==> config.mk <==
export PLATFORM = sky130hd
export DESIGN_NAME = apb_reg_bridge
export DESIGN_NICKNAME = d
export VERILOG_FILES = /design/src/rtl/apb_reg_bridge.sv
export SDC_FILE = /design/constraint.sdc
export NUM_CORES = 1
export LEC_CHECK = 0
export CAP_MARGIN = 20
export CORE_ASPECT_RATIO = 1.25
export CORE_MARGIN = 1.5
export CORE_UTILIZATION = 30
export CTS_CLUSTER_SIZE = 20
export DETAILED_ROUTE_END_ITERATION = 12
export DONT_BUFFER_PORTS = 1
export PLACE_DENSITY = 0.48
export SYNTH_ARGS = -nofsm -noshare
export SYNTH_HDL_FRONTEND = slang
export SYNTH_SLANG_ARGS = --single-unit
==> constraint.sdc <==
create_clock -name clk_i -period 2.25 [get_ports clk_i]
set_input_delay 0.45 -clock clk_i [delete_from_list [all_inputs] [get_ports clk_i]]
set_output_delay 0.45 -clock clk_i [all_outputs]
set_load 0.1 [all_outputs]
==> src/rtl/apb_reg_bridge.sv <==
// APB3 completer bridging each transfer to a single-beat request on the simple
// register port, with read-latency wait states and PSLVERR on bad or stalled accesses.
module apb_reg_bridge #(
  parameter int RD_LATENCY = 1,
  parameter int TIMEOUT    = 16
) (
  input  logic        clk_i,
  input  logic        rstn_i,
  input  logic        psel_i,
  input  logic        penable_i,
  input  logic        pwrite_i,
  input  logic [31:0] paddr_i,
  input  logic [31:0] pwdata_i,
  input  logic [3:0]  pstrb_i,
  output logic [31:0] prdata_o,
  output logic        pready_o,
  output logic        pslverr_o,
  output logic        reg_en_o,
  output logic [31:0] reg_addr_o,
  output logic [31:0] reg_wdata_o,
  output logic        reg_we_o,
  input  logic [31:0] reg_rdata_i,
  input  logic        reg_ready_i
);

  localparam logic [1:0] ST_IDLE   = 2'd0;
  localparam logic [1:0] ST_ISSUE  = 2'd1;
  localparam logic [1:0] ST_RDWAIT = 2'd2;
  localparam logic [1:0] ST_DONE   = 2'd3;

  localparam int LAT_W   = (RD_LATENCY > 0) ? $clog2(RD_LATENCY + 1) : 1;
  localparam int STALL_W = (TIMEOUT > 0) ? $clog2(TIMEOUT + 1) : 1;
  localparam logic [LAT_W-1:0]   LAT_LAST   = LAT_W'(RD_LATENCY);
  // Last stalled cycle before abort; the abort edge is the TIMEOUT-th stalled one.
  localparam logic [STALL_W-1:0] STALL_LAST = (TIMEOUT > 0) ? STALL_W'(TIMEOUT - 1) : '0;

  logic [1:0]         state_reg, state_next;
  logic [31:0]        addr_reg, addr_next;
  logic [31:0]        wdata_reg, wdata_next;
  logic               write_reg, write_next;
  logic               err_reg, err_next;
  logic [31:0]        prdata_reg, prdata_next;
  logic [LAT_W-1:0]   lat_cnt_reg, lat_cnt_next;
  logic [STALL_W-1:0] stall_cnt_reg, stall_cnt_next;
  logic               bad_xfer;

  assign bad_xfer = (paddr_i[1:0] != 2'b00) || (pwrite_i && (pstrb_i != 4'hF));

  always_comb begin
    state_next     = state_reg;
    addr_next      = addr_reg;
    wdata_next     = wdata_reg;
    write_next     = write_reg;
    err_next       = err_reg;
    prdata_next    = prdata_reg;
    lat_cnt_next   = lat_cnt_reg;
    stall_cnt_next = stall_cnt_reg;

    case (state_reg)
      ST_IDLE: begin
        if (psel_i && !penable_i) begin
          addr_next      = paddr_i;
          wdata_next     = pwdata_i;
          write_next     = pwrite_i;
          prdata_next    = '0;
          lat_cnt_next   = '0;
          stall_cnt_next = '0;
          err_next       = bad_xfer;
          state_next     = bad_xfer ? ST_DONE : ST_ISSUE;
        end
      end
      ST_ISSUE: begin
        if (reg_ready_i) begin
          if (write_reg) begin
            state_next = ST_DONE;
          end else if (RD_LATENCY == 0) begin
            prdata_next = reg_rdata_i;
            state_next  = ST_DONE;
          end else begin
            lat_cnt_next = LAT_W'(1);
            state_next   = ST_RDWAIT;
          end
        end else if (TIMEOUT > 0) begin
          if (stall_cnt_reg == STALL_LAST) begin
            err_next    = 1'b1;
            prdata_next = '0;
            state_next  = ST_DONE;
          end else begin
            stall_cnt_next = stall_cnt_reg + STALL_W'(1);
          end
        end
      end
      ST_RDWAIT: begin
        if (lat_cnt_reg == LAT_LAST) begin
          prdata_next = reg_rdata_i;
          state_next  = ST_DONE;
        end else begin
          lat_cnt_next = lat_cnt_reg + LAT_W'(1);
        end
      end
      ST_DONE: begin
        state_next = ST_IDLE;
      end
      default: begin
        state_next = ST_IDLE;
      end
    endcase
  end

  always_ff @(posedge clk_i or negedge rstn_i) begin
    if (!rstn_i) begin
      state_reg     <= ST_IDLE;
      addr_reg      <= '0;
      wdata_reg     <= '0;
      write_reg     <= 1'b0;
      err_reg       <= 1'b0;
      prdata_reg    <= '0;
      lat_cnt_reg   <= '0;
      stall_cnt_reg <= '0;
    end else begin
      state_reg     <= state_next;
      addr_reg      <= addr_next;
      wdata_reg     <= wdata_next;
      write_reg     <= write_next;
      err_reg       <= err_next;
      prdata_reg    <= prdata_next;
      lat_cnt_reg   <= lat_cnt_next;
      stall_cnt_reg <= stall_cnt_next;
    end
  end

  // Response fields are forced to zero outside the single DONE cycle.
  assign pready_o    = (state_reg == ST_DONE);
  assign pslverr_o   = pready_o && err_reg;
  assign prdata_o    = pready_o ? prdata_reg : 32'h0;
  assign reg_en_o    = (state_reg == ST_ISSUE);
  assign reg_we_o    = reg_en_o && write_reg;
  assign reg_addr_o  = addr_reg;
  assign reg_wdata_o = wdata_reg;

endmodule

==> flow_metrics.tcl <==
set metrics [dict create \
    hold_path.class "input port to asynchronous set/reset pin" \
    place_ws_ps 199.2 \
    synth_nets 490 \
    synth_top_area_share_pct 57.31 \
    synth_top_flop_cell "dfrtp_1" \
    worstMarginPinSlew_ps 942.0 \
    num_antenna_cells 0 \
    maxCapViolCount 0 \
    rrSetupSlack_ps 190 \
    post-place-cells 582 \
    port_buffers 0 \
    finalHoldViolCount 106 \
    synthTopCellsByCount "dfrtp_1 (106), mux2_1 (45), inv_1 (38)" \
    drive_above_1_share_pct 27.40 \
    gp_congestion 0.7252 \
    worstSetupPathType "flip-flop to primary output" \
    drc 0 \
    skew_ps 4.887 \
    synth_area_leaders "dfrtp_1 (57%), mux2_1 (11%), mux2i_1 (6.9%)" \
    drtIter0Drc 107 \
    drt_wl_total_um 9747 \
    die_y_um 141.9 \
    grt_max_degree 107 \
    htreeDepth 3 \
    ios 206 \
    grt_usage_pct 12.34 \
    fp.dieW_um 114.1 \
    post-route-min-period_ps 2082 \
    crit_path_max_fanout 36 \
    start_util_pct 30.83 \
    clockBufferDepth 2 \
    cts_sinks 106 \
    drv_slew 0 \
    rsz0062_at_grt "no" \
    synth_cell_types 30 \
    final_cells 598 \
    clk_pin_slew_ps 70 \
    holdWs_ps -202.1 \
    place_hpwl_um 7048 \
    required_ps 1800 \
    start_kind "flip-flop" \
    postRouteAntennaNets 0 \
    route.vias.total 2825 \
    grt_first_pass_wirelength_um 15430 \
    cts_buffers 9 \
    violations "negative hold slack" \
    status "finished, violations left" \
    final.setup.tns_ps 0 \
    max_freq_mhz 480.4 \
    synthCells 377 \
    cts_tree "built" \
    antenna_found_initial 0 \
    ys_warn_count 0 \
    area_delta_synth_final_pct 26.41 \
    grt_overflow_total 0 \
    yosysTopAreaCell "dfrtp_1" \
    synth-async-reset-ratio_pct 100.0 \
    final.fill_count 1472 \
    ys_ff_latch 106 \
    core-area_um2 15010 \
    ys_seq_area_share_pct 57.31 \
    maxSlewHeadroom_pct 37.20 \
    first_pass_iters 4 \
    synth-edff-count 0 \
    final-setup-viol-count 0 \
    avgSynthCellArea_um2 12.28 \
    cp-end-kind "primary output" \
    yosysMostFrequentCell "dfrtp_1" \
    synth_area_um2 4628 \
    dieArea_um2 16190 \
    fin_ws_ps 168.4 \
    clock_insertion_delay_worst_skew_ps 340 \
    fin_nets 524 \
    finalCritPeriodShare_pct 92.51 \
    grt_pass1_vias 3007 \
    row_count 50 \
    clockRootBuffer "clkbuf_16" \
    post_drt_wl_per_cell_um 16.30 \
    viasPerCell 4.724 \
    arrival_ps 1630 \
]
-- worst max-delay path: stages (launching register included) --
cell,delay [ps]
dfrtp_1,430
ha_2,210
buf_6,220
and2_1,220
buf_12,190
-- logic make-up (layout without fill, tap and decap cells) --
group                      Yosys count  count (layout)  synth area share, %
muxes                               98              98                22.98
DFF                                106             106                57.31
and+or+nand+nor                     88              88                9.705
AOI/OAI and AO/OA                   22              22                2.839
adders and majority gates            7               7                1.892
buffers and inverters               56              95                5.272
-- metal layers --
metal  vias up  wire length [µm]  track usage [%]
met2       147              4465            18.96
li1       1300                 -                -
met3         9              1103            5.724
met5         -                 0                0
met1      1369              4050            15.21
met4         0               128            4.408
-- placed cells by master, fill, tap and decap left out, types with 2 or more instances in the layout --
cell type and count:
nand2b_1 2, and2_2 33, mux2_1 45, ha_2 2, inv_8 2, buf_4 4
o21ai_0 3, nand3b_1 2, nand2_1 37, clkinvlp_4 3, o21ai_1 3, mux2_2 21
clkbuf_16 9, clkinv_4 2, dfrtp_1 106, nor2_1 5, or3_1 2, inv_1 38
mux2i_1 32, a31oi_1 3, nor2b_1 2, a21oi_1 7, buf_12 36, ha_1 5
-- area by class of cell --
cell class,count,area [µm²],share of cell area (%)
flip-flops and latches,106,2653,45.34
inverters,38,142.6,2.438
clock inverters,7,62.56,1.069
repair buffers,41,762.0,13.02
clock buffers,9,225.2,3.849
multi-input cells,215,1778,30.39
well taps,182,227.7,3.892
-- path summary, 6_finish.rpt --
check,to,depth (start not counted),start
max reg2reg,stall_cnt_reg[3],7,stall_cnt_reg[0]
min in group clk_i,reg_addr_o[6],1,paddr_i[6]
min reg2reg,lat_cnt_reg,1,lat_cnt_reg
max in group asynchronous,stall_cnt_reg[3],0,rstn_i
min,prdata_reg[11],0,rstn_i
max,prdata_o[10],4,state_reg[1]
-- per-stage QoR --
step / instance area, µm² / util, %
final: 5851 / 38.97
after global routing: 5851 / 38.97
after CTS: 5847 / 38.94
after detailed placement: 5559 / 37.03
after global placement: 5559 / 37.03
after floorplan: 4674 / -
-- repair_timing --
action                     CTS  global route
setup endpoints to repair    0            21
setup buffers                0             0
hold endpoints to repair   106           106
resized for setup            0             1
Power is not shown: default switching activity piles up to over one toggle a cycle in this logic, so the estimate is an artifact.
